$ cat src/rtl/mycpu_pkg.sv
// Shared definitions for the mycpu execute-stage units.
// Mul/div op codes, FSM state encoding and iteration count.
package mycpu_pkg;

    localparam int DATA_WIDTH = 32;
    localparam int ITER       = 32;

    typedef enum logic [1:0] {
        MD_MULT  = 2'b00,
        MD_MULTU = 2'b01,
        MD_DIV   = 2'b10,
        MD_DIVU  = 2'b11
    } md_op_e;

    typedef enum logic [1:0] {
        MD_IDLE = 2'b00,
        MD_CALC = 2'b01,
        MD_FIN  = 2'b10
    } md_state_e;

    function automatic logic [31:0] neg_if(input logic n, input logic [31:0] v);
        return n ? -v : v;
    endfunction

endpackage

$ cat src/rtl/mycpu_muldiv_step.sv
// One iteration of the mul/div datapath: shift-add multiply or
// restoring divide on a 64-bit {upper, lower} accumulator.
module mycpu_muldiv_step
    import mycpu_pkg::*;
(
    input  logic        is_div,
    input  logic [63:0] acc,
    input  logic [31:0] operand,
    output logic [63:0] acc_next,
    output logic        q_bit
);

    logic [32:0] sum;
    logic [32:0] shifted;
    logic [31:0] rem;

    always_comb begin
        sum      = {1'b0, acc[63:32]} + (acc[0] ? {1'b0, operand} : 33'd0);
        shifted  = acc[63:31];
        rem      = shifted[31:0] - operand;
        q_bit    = 1'b0;
        acc_next = {sum, acc[31:1]};
        if (is_div) begin
            // quotient bit is merged into bit 0 by the caller
            q_bit    = (shifted >= {1'b0, operand});
            acc_next = {q_bit ? rem : shifted[31:0], acc[30:0], 1'b0};
        end
    end

endmodule

$ cat src/rtl/mycpu_muldiv.sv
// Multi-cycle MULT/MULTU/DIV/DIVU unit with architectural HI/LO.
// Operands are reduced to magnitudes; signs are restored in FIN.
module mycpu_muldiv
    import mycpu_pkg::*;
#(
    parameter int DATA_WIDTH = mycpu_pkg::DATA_WIDTH,
    parameter int ITER       = mycpu_pkg::ITER
) (
    input  logic                  clk,
    input  logic                  reset,
    input  logic                  start,
    input  logic [1:0]            op,
    input  logic [DATA_WIDTH-1:0] a,
    input  logic [DATA_WIDTH-1:0] b,
    input  logic                  hi_we,
    input  logic                  lo_we,
    input  logic [DATA_WIDTH-1:0] wdata,
    input  logic                  cancel,
    output logic                  busy,
    output logic                  done,
    output logic [DATA_WIDTH-1:0] hi,
    output logic [DATA_WIDTH-1:0] lo
);

    md_state_e   state;
    logic [4:0]  count;
    logic [63:0] acc;
    logic [63:0] acc_next;
    logic [31:0] opnd;
    logic [31:0] a_raw;
    logic        is_div;
    logic        neg_a;
    logic        neg_b;
    logic        div_zero;
    logic        q_bit;

    logic        sa_in;
    logic        sb_in;
    logic [31:0] ma;
    logic [31:0] mb;
    logic [63:0] prod;
    logic [31:0] res_hi;
    logic [31:0] res_lo;

    always_comb begin
        sa_in = ~op[0] & a[31];
        sb_in = ~op[0] & b[31];
        ma    = neg_if(sa_in, a);
        mb    = neg_if(sb_in, b);
    end

    mycpu_muldiv_step u_step (
        .is_div   (is_div),
        .acc      (acc),
        .operand  (opnd),
        .acc_next (acc_next),
        .q_bit    (q_bit)
    );

    // sign flags are only ever set for the signed ops
    always_comb begin
        prod   = (neg_a ^ neg_b) ? -acc : acc;
        res_hi = prod[63:32];
        res_lo = prod[31:0];
        if (is_div) begin
            if (div_zero) begin
                res_hi = a_raw;
                res_lo = '1;
            end else begin
                res_hi = neg_if(neg_a, acc[63:32]);
                res_lo = neg_if(neg_a ^ neg_b, acc[31:0]);
            end
        end
    end

    always_ff @(posedge clk or posedge reset) begin
        if (reset) begin
            state    <= MD_IDLE;
            count    <= '0;
            acc      <= '0;
            opnd     <= '0;
            a_raw    <= '0;
            is_div   <= 1'b0;
            neg_a    <= 1'b0;
            neg_b    <= 1'b0;
            div_zero <= 1'b0;
            busy     <= 1'b0;
            done     <= 1'b0;
            hi       <= '0;
            lo       <= '0;
        end else begin
            unique case (state)
                MD_IDLE: begin
                    done <= 1'b0;
                    if (hi_we) hi <= wdata;
                    if (lo_we) lo <= wdata;
                    if (start && !cancel) begin
                        state    <= MD_CALC;
                        busy     <= 1'b1;
                        count    <= '0;
                        is_div   <= op[1];
                        neg_a    <= sa_in;
                        neg_b    <= sb_in;
                        div_zero <= (b == '0);
                        a_raw    <= a;
                        opnd     <= op[1] ? mb : ma;
                        acc      <= {32'd0, op[1] ? ma : mb};
                    end
                end
                MD_CALC: begin
                    if (cancel) begin
                        state <= MD_IDLE;
                        busy  <= 1'b0;
                    end else begin
                        acc   <= acc_next | {63'd0, q_bit};
                        count <= count + 5'd1;
                        if (count == 5'(ITER - 1)) state <= MD_FIN;
                    end
                end
                MD_FIN: begin
                    state <= MD_IDLE;
                    busy  <= 1'b0;
                    if (!cancel) begin
                        hi   <= res_hi;
                        lo   <= res_lo;
                        done <= 1'b1;
                    end
                end
                default: begin
                    state <= MD_IDLE;
                    busy  <= 1'b0;
                end
            endcase
        end
    end

endmodule

$ cat config.mk
export PLATFORM = sky130hd
export DESIGN_NAME = mycpu_muldiv
export DESIGN_NICKNAME = d
export VERILOG_FILES = /design/src/rtl/mycpu_pkg.sv /design/src/rtl/mycpu_muldiv_step.sv /design/src/rtl/mycpu_muldiv.sv
export SDC_FILE = /design/constraint.sdc
export NUM_CORES = 1
export LEC_CHECK = 0
export ABC_CLOCK_PERIOD_IN_PS = 6900
export CORE_ASPECT_RATIO = 1.4
export CORE_MARGIN = 10
export CORE_UTILIZATION = 60
export CTS_BUF_LIST = sky130_fd_sc_hd__clkbuf_2 sky130_fd_sc_hd__clkbuf_4 sky130_fd_sc_hd__clkbuf_8
export DETAILED_ROUTE_END_ITERATION = 12
export PLACE_DENSITY = 0.79
export SYNTH_ARGS = -nofsm -noshare
export SYNTH_HDL_FRONTEND = slang
export SYNTH_SLANG_ARGS = --single-unit
$ cat constraint.sdc
create_clock -name clk -period 6.9 [get_ports clk]
set_clock_uncertainty 0.05 [all_clocks]
set_input_delay 0.69 -clock clk [delete_from_list [all_inputs] [get_ports clk]]
set_output_delay 0.69 -clock clk [all_outputs]
set_load 0.01 [all_outputs]
; Word level (Yosys, flattened, before mapping)
; Cells that the tools add are included.
; W data, S select, Z words.
[word_totals]
inputBits = 104
romBits = 0
mem_count = 0
reg_bits = 205
ram_bits = 0
latch_bits = 0
[classes]
n_lt_le_gt_ge = 1
mux = 36
n_div = 0
n_bitwise = 5
eq_ne = 10
add_sub_neg = 8
multipliers = 0
reduce_logical = 13
shift = 0
[ops]
columns = cell, n
row1 = $mux W32, 16
row2 = $mux W64, 4
row3 = $neg A32 Y32, 4
row4 = $pmux W32 S2, 2
row5 = $pmux W64 S2, 1
row6 = $neg A64 Y64, 1
row7 = $or A64 B1 Y64, 1
row8 = $add A32 B33 Y33, 1
row9 = $ge A33 B32 Y1, 1
row10 = $logic_not A32 Y1, 1
row11 = $sub A32 B32 Y32, 1
row12 = $ne A2 B2 Y1 const B, 6
row13 = $mux W5, 2
row14 = $pmux W5 S2, 1
row15 = $reduce_and A3 Y1, 3
row16 = $reduce_and A2 Y1, 4
row17 = $mux W2, 3
row18 = $add A5 B1 Y5 const B, 1
row19 = $eq A5 B5 Y1 const B, 1
row20 = $mux W1, 4
row21 = $pmux W1 S2, 2
row22 = $pmux W2 S2, 1
row23 = $reduce_bool A2 Y1, 2
row24 = $ne A3 B3 Y1 const B, 1
row25 = other kinds (8), 9

; Logic depth before layout (Yosys ltp)
; Gate-level depths: netlist of the first run.
[logic_depth]
depth_word = 6
depth_mapped = 14
mapped_depth_nobuf = 13

; Hierarchy
; From an unflattened synthesis of the first run, not the netlist that was laid out.
[unflattened]
hier_cells = 2318
area_unflattened_um2 = 17957.2
[by_module_without_submodules]
columns = mod, seq_area_each_um2, n_inst, cells_per_inst, area_each_um2
row1 = mycpu_muldiv, 5129.9, 1, 1662, 13151.4
row2 = mycpu_muldiv_step, 0.0, 1, 656, 4805.9

; Worst setup path after synthesis of the first run
; OpenSTA, ideal clock, no wires.
[synth_path]
path_kind = register to register
from = register acc[0]
to = register acc[60]
required_ns = 6.716
synth_period_minus_slack_ns = 3.336
t_arrival_ns = 3.153
slack_ns = 3.564
stages_incl_launch_ff = 14
n_path_buf = 1
cell_sequence = dfrtp_1 inv_1 clkbuf_1 nor2_1 ha_1 a21o_1 o21bai_1 a221oi_1 a211oi_1 o2111a_1 or2_2 a311o_1 a32oi_1 o21ai_0
[synth_between]
elab_chain_cells = 6
[synth_rtl]
columns = element, line
row1 = start: declaration, mycpu_muldiv.sv:27  ; logic [63:0] acc;
row2 = start signal: assignment, mycpu_muldiv.sv:107  ; acc <= {32'd0, op[1] ? ma : mb};
row3 = start signal: assignment, mycpu_muldiv.sv:115  ; acc <= acc_next | {63'd0, q_bit};
row4 = $mux W32, mycpu_muldiv_step.sv:18  ; sum = {1'b0, acc[63:32]} + (acc[0] ? {1'b0, operand} : 33'd0);
row5 = $add A32 B33 Y33, mycpu_muldiv_step.sv:18
row6 = $mux W64, mycpu_muldiv_step.sv:23  ; if (is_div) begin
row7 = $or A64 B1 Y64, mycpu_muldiv.sv:115
row8 = $mux W64, mycpu_muldiv.sv:111  ; if (cancel) begin
row9 = $pmux W64 S2, mycpu_muldiv.sv:92  ; unique case (state)
; Every way passes these cells. The select of a mux whose other input is x is not followed.
; A chain may end at the register's enable or synchronous reset.

; Worst setup path in the final report of the first run
[layout_path]
from = register acc[0]
to = register acc[59]
; Same word-level chain as after synthesis.

==> impl_metrics.tcl, run 1 <==
set metrics [dict create \
    status "finished, final reports clean" \
    postSynthCellCount 2283 \
    rows 73 \
    max_slew_margin_pct 22.7 \
    antenna_found_initial 2 \
    grt_usage_pct 36.5 \
    ys_seq_area_share_pct 29.7 \
    arrival_ps 4550 \
    gp_congestion 1.03 \
    hold_viol 0 \
    grt-ovfl-total 0 \
    r2r_slack_ps 2730 \
    synthDistinctLibCells 76 \
    power.density_nw_per_um2 351 \
    yosys_warnings 0 \
    vias 18400 \
    io_pins 170 \
    tritoncts "built" \
    clk_path_buf_depth 3 \
    tns_ps 0 \
    area_delta_synth_final_pct 14.6 \
    core-area_um2 28400 \
    critPathMaxStageDelay_ps 530 \
    clock-root-buffer "clkbuf_8" \
    initialDrtViolationCount 2457 \
    syn_nets 2459 \
    ys.flop_type "dfrtp_1" \
    nets 2525 \
    clock_sink_count 205 \
    ir_worst_vdd_uv 255 \
    async_flop_share_pct 100 \
    power.total_uw 6940 \
    syn_avg_cell_area_um2 7.56 \
    path_clk_slew_ps 60 \
    n_fill_cell 2356 \
    die_h_um 221 \
    dieArea_um2 36000 \
    dr.pass1.iters 7 \
    rsz0062_at_grt "no" \
    hp-class "reg -> reg" \
    post_cts_resized 0 \
    path_max_fanout 31 \
    via_per_inst 6.70 \
    cts_hold_buf 0 \
    min_period_over_period_pct 60.5 \
    grt_start_max_net_pins 90 \
    ctsHtreeMaxLevel 2 \
    dp_hpwl_um 51900 \
    min_period_ps 4170 \
    slew_viol_final 0 \
    synth_seq_cells 205 \
    cts_made_buffers 36 \
    grt_pass1_vias 17600 \
    crit_slowest_cell "a2111oi_0" \
    required_ps 7280 \
    clk_latency_ps 580 \
    cp_cell_sequence "inv_1 > buf_4 > nor2_1 > ha_1 > a2111oi_0 > o21ai_0 > o221a_2 > nor3_1 > o311ai_0 > a21oi_1 > o21bai_1 > xor2_1 > a221o_1" \
    numPortBuffers 169 \
    synth_edf_count 0 \
    drtAntennaViolNets 0 \
    startpoint_type "flop" \
    maxCapViolCount 0 \
    synth.cell_area_um2 17300 \
    tightest_slew_ps 1160 \
    max_freq_ghz 0.240 \
    die_width_um 163 \
    critPathKind "reg -> reg" \
    cp-end-kind "flop" \
    grt_pass1_wl_um 102000 \
    postCtsSetupBuffers 0 \
    routedWlPerCell_um 24.8 \
    drc 0 \
    start_util_pct 60.8 \
    routed_wl_um 68200 \
    setup_viol 0 \
    layout-drive-gt1-share_pct 5.60 \
    p_leak_uw 0.00851 \
]
## path summary, 6_finish.rpt
check / startpoint / endpoint / cells past startpoint
max reg2reg: acc[0]$_DFFE_PP0P_ / acc[59]$_DFFE_PP0P_ / 13
max in group asynchronous: reset / is_div$_DFFE_PP0P_ / 3
min in group asynchronous: reset / lo[22]$_DFFE_PP0P_ / 2
max: acc[0]$_DFFE_PP0P_ / acc[59]$_DFFE_PP0P_ / 13
min reg2reg: hi[23]$_DFFE_PP0P_ / hi[23]$_DFFE_PP0P_ / 2
min: hi[23]$_DFFE_PP0P_ / hi[23]$_DFFE_PP0P_ / 2
## state kept, by name (all words and copies together), names as in the netlist
| signal | count |
|---|---|
| busy | 1 |
| state | 2 |
| neg_a | 1 |
| opnd | 32 |
| done | 1 |
| a_raw | 32 |
| is_div | 1 |
| count | 5 |
| acc | 64 |
| lo | 32 |
| hi | 32 |
| div_zero | 1 |
| neg_b | 1 |
## cell usage in the layout (no fill, tap or decap), types with 10 or more instances in the layout
cell type,count
o21bai_1,10
xnor2_1,117
nand3_1,49
o22ai_1,38
nor4_1,19
inv_1,70
or4_1,15
mux2i_1,65
nand4_1,20
a31oi_1,34
a21oi_1,231
nand2_1,295
o21ai_0,244
nand2b_1,19
o41ai_1,10
buf_4,25
o211ai_1,25
a22oi_1,11
clkbuf_8,46
a2111oi_0,10
clkdlybuf4s50_1,168
and3_1,22
a211oi_1,17
mux2_2,11
a21o_1,34
dfrtp_1,204
ha_1,70
xor2_1,60
nor3_1,49
or3_1,13
nor2_1,216
o31ai_1,18
## routing by layer
| metal | wire (um) | GRT usage (%) | share of wire [%] | vias to the layer above |
|---|---|---|---|---|
| li1 | - | - | - | 8298 |
| met1 | 24300 | 42.2 | 36 | 8667 |
| met2 | 31700 | 58.5 | 46 | 1157 |
| met3 | 6530 | 7.85 | 9.6 | 302 |
| met4 | 5670 | 27.1 | 8.3 | 4 |
| met5 | 27 | 0 | 0.040 | - |
## critical path, delay by kind of cell, from the launching register on
kind / cells / cell delay [ps]
xor gates and xnor gates: 1 / 170
buffers and inverters: 2 / 490
and+or+nand+nor: 2 / 390
DFF: 1 / 480
adders and majority gates: 1 / 370
AOI/OAI and AO/OA: 7 / 2070
## synthesized netlist by cell type (11+ instances only)
library cell | number | area (um2)
inv_1 | 71 | 267
nand3_1 | 49 | 245
dfrtp_1 | 205 | 5130
nand2_1 | 295 | 1110
nor2_1 | 217 | 815
clkbuf_1 | 144 | 541
a21o_1 | 34 | 255
xor2_1 | 61 | 534
a22oi_1 | 11 | 82.6
a21oi_1 | 233 | 1170
ha_1 | 70 | 876
buf_1 | 12 | 45.0
o211ai_1 | 25 | 188
xnor2_1 | 118 | 1030
a31oi_1 | 34 | 213
a211oi_1 | 17 | 128
o21ai_0 | 244 | 1220
nand4_1 | 20 | 125
or3_1 | 13 | 81.3
nor3_1 | 49 | 245
mux2_2 | 11 | 124
o22ai_1 | 38 | 238
or4_1 | 15 | 113
nor4_1 | 19 | 119
mux2i_1 | 65 | 651
nand2b_1 | 19 | 119
and3_1 | 22 | 138
o31ai_1 | 18 | 135
## power by group
group | internal, uW | switching, uW | total, uW
combinational | 1480 | 2260 | 3740
sequential | 1440 | 533 | 1970
clock | 682 | 548 | 1230
## through the flow
step	area [um2]	utilization [%]	hold slack, ps	cells	setup WS (ps)
floorplan	17300	-	390	2283	564
finish	19800	69.6	424	2750	2730
CTS	19800	69.6	428	2749	2880
global route	19800	69.6	451	2749	2460
global placement	19000	66.9	408	2686	3060
detailed placement	19000	66.9	413	2686	2920
## cell type report
cell class	instances	area, um2	share of cell area, %
Clock inverter	9	76.3	0.386
Inverter	72	278	1.40
Sequential cell	205	5130	26.0
Multi-Input combinational cell	1840	11300	56.9
Timing Repair Buffer	194	1870	9.48
Clock buffer	54	693	3.50
Tap cell	375	469	2.37
Antenna cell	1	2.50	0.0127
## logic make-up after synthesis
family	Yosys count	share of synthesized area [%]
multiplexers	76	4.49
AND/OR/NAND/NOR	764	20.2
XOR/XNOR	179	9.08
flip-flops	205	29.7
buffers and inverters	238	5.30
adder cells (fa/ha/maj)	72	5.31
AO/OA/AOI/OAI	749	25.9
Power figures use the tool's default switching activity.
==> run 2, diff against run 1 <==
--- a/config.mk
+++ b/config.mk
@@ -5,13 +5,13 @@
 export SDC_FILE = /design/constraint.sdc
 export NUM_CORES = 1
 export LEC_CHECK = 0
-export ABC_CLOCK_PERIOD_IN_PS = 6900
+export ABC_CLOCK_PERIOD_IN_PS = 3700
 export CORE_ASPECT_RATIO = 1.4
 export CORE_MARGIN = 10
-export CORE_UTILIZATION = 60
+export CORE_UTILIZATION = 54
 export CTS_BUF_LIST = sky130_fd_sc_hd__clkbuf_2 sky130_fd_sc_hd__clkbuf_4 sky130_fd_sc_hd__clkbuf_8
 export DETAILED_ROUTE_END_ITERATION = 12
-export PLACE_DENSITY = 0.79
+export PLACE_DENSITY = 0.75
 export SYNTH_ARGS = -nofsm -noshare
 export SYNTH_HDL_FRONTEND = slang
 export SYNTH_SLANG_ARGS = --single-unit
==> constraint.sdc (replaced) <==
create_clock -name clk -period 3.7 [get_ports clk]
set_clock_uncertainty 0.05 [all_clocks]
set_input_delay 0.37 -clock clk [delete_from_list [all_inputs] [get_ports clk]]
set_output_delay 0.37 -clock clk [all_outputs]
set_load 0.01 [all_outputs]
==> impl_metrics.tcl, run 2 (synthesis results as in run 1) <==
set metrics [dict create \
    arrival_ps 3890 \
    layout-drive-gt1-share_pct 9.87 \
    place_area_um2 19900 \
    fin_area_um2 20700 \
    critPathMaxStageDelay_ps 690 \
    grt_start_max_net_pins 85 \
    start_util_pct 54.6 \
    hp-class "in -> async" \
    gp_congestion 1.06 \
    seq_area_um2 5130 \
    rsz0062_at_grt "no" \
    r2r-end "hi[26]$_DFFE_PP0P_" \
    ctsHtreeMaxLevel 2 \
    via_per_inst 6.56 \
    most-common-layout-cells "295 x nand2_1, 243 x o21ai_0, 231 x a21oi_1" \
    nets 2637 \
    n_fill_cell 2844 \
    final_common_cell "nand2_1" \
    required_ps 4080 \
    rows 77 \
    max_slew_margin_pct 15.8 \
    numPortBuffers 169 \
    grt_pass1_wl_um 108000 \
    routed_wl_um 71700 \
    core-area_um2 31600 \
    cts_hold_buf 0 \
    worstReg2RegStart "acc[20]$_DFFE_PP0P_" \
    tightest_slew_ps 1260 \
    regMostFlops "acc" \
    status "finished, final reports clean" \
    clk_latency_ps 600 \
    tns_ps 0 \
    grt_pass1_vias 18100 \
    largest_reg_flops 64 \
    antenna_found_initial 2 \
    final_cells 2878 \
    clk_path_buf_depth 3 \
    path_clk_slew_ps 60 \
    p_leak_uw 0.00906 \
    power.density_nw_per_um2 652 \
    clock_sink_count 205 \
    ir_worst_vdd_uv 603 \
    grt_usage_pct 35.5 \
    r2r_slack_ps 190 \
    maxCapViolCount 0 \
    area_delta_synth_final_pct 20.0 \
    die_width_um 171 \
    crit_slowest_cell "or4_1" \
    r2r_cells 9 \
    busiest_layer "met2" \
    dr.pass1.iters 7 \
    grtUsageMet3_pct 6.55 \
    routedWlPerCell_um 24.9 \
    hold_viol 0 \
    dp_hpwl_um 56300 \
    max_freq_ghz 0.285 \
    use_met1_pct 41.1 \
    min_period_ps 3510 \
    final_util_pct 65.5 \
    startpoint_type "flop" \
    dp_cells 2816 \
    min_period_over_period_pct 94.9 \
    initialDrtViolationCount 2358 \
    clock-root-buffer "clkbuf_8" \
    dieArea_um2 39600 \
    tritoncts "built" \
    worst_path_most_repeated_cell "o21ai_0" \
    vias 18900 \
    die_h_um 232 \
    cp_top_family "simple AND/OR/NAND/NOR gates" \
    slew_viol_final 0 \
    cts_made_buffers 36 \
    drtAntennaViolNets 0 \
    gr-usage-met2_pct 57.7 \
    critPathKind "reg -> reg" \
    grt-ovfl-total 0 \
    io_pins 170 \
    cp_cell_sequence "or4_1 > nor4_4 > buf_4 > nand3_1 > nor3_2 > a41oi_1 > xor2_1 > o21ai_0 > o21ai_0" \
    path_buf_inv 1 \
    path_max_fanout 6 \
    setup_viol 0 \
    cp-end-kind "flop" \
    drc 0 \
    multi_input_area_um2 11300 \
]
run 2: cell type report:
cell class / instances / area share [%]
Tap cell: 395 / 2.39
Sequential cell: 205 / 24.8
Multi-Input combinational cell: 1840 / 54.5
Inverter: 72 / 1.32
Antenna cell: 1 / 0.0121
Clock buffer: 52 / 3.09
Clock inverter: 7 / 0.369
Timing Repair Buffer: 306 / 13.5
run 2: metal layers:
metal	routed length (um)	share of wire, %
met3	6310	8.8
met1	25500	36
met5	10	0.014
met4	6050	8.4
met2	33800	47
run 2: worst max-delay path by stage:
| stage | depth (start not counted) | end | from |
|---|---|---|---|
| final | 9 | hi[26]$_DFFE_PP0P_ | acc[20]$_DFFE_PP0P_ |
| after global routing | 13 | acc[58]$_DFFE_PP0P_ | acc[31]$_DFFE_PP0P_ |
| after CTS | 14 | acc[61]$_DFFE_PP0P_ | opnd[0]$_DFFE_PP0P_ |
| after detailed placement | 14 | acc[59]$_DFFE_PP0P_ | opnd[0]$_DFFE_PP0P_ |
| after global placement | 14 | acc[59]$_DFFE_PP0P_ | acc[0]$_DFFE_PP0P_ |
| after floorplan | 13 | acc[60]$_DFFE_PP0P_ | acc[0]$_DFFE_PP0P_ |
run 2: stage by stage:
| stage | setup slack, ps | power [uW] | hold slack, ps |
|---|---|---|---|
| 5_1_grt | 33.1 | 14300 | 321 |
| 6_report | 187 | 13500 | 254 |
| 2_1_floorplan | 364 | 8140 | 390 |
| 4_1_cts | 147 | 13300 | 262 |
| 3_5_place_dp | 72.5 | 11000 | 414 |
| 3_3_place_gp | 124 | 10900 | 410 |
run 2: worst reg2reg max path: stages, from the launching register on:
cell     delay, ps
dfrtp_1        370
or4_1          690
nor4_4         250
buf_4          190
nand3_1        190
nor3_2         560
a41oi_1        250
xor2_1         210
o21ai_0        440
o21ai_0        160
run 2: where the power goes:
part           switching, uW  internal (uW)  total, uW
combinational           4810           3220       8030
clock                   1030           1180       2210
sequential               566           2690       3260
total                   6400           7100      13500
run 2: repair_timing:
action                                 in CTS  in global routing
gates resized for setup                     1                  6
endpoints found under the hold margin       0                  0
setup endpoints to repair                   1                 11
pin swaps                                   0                  1
setup buffers                               0                  2
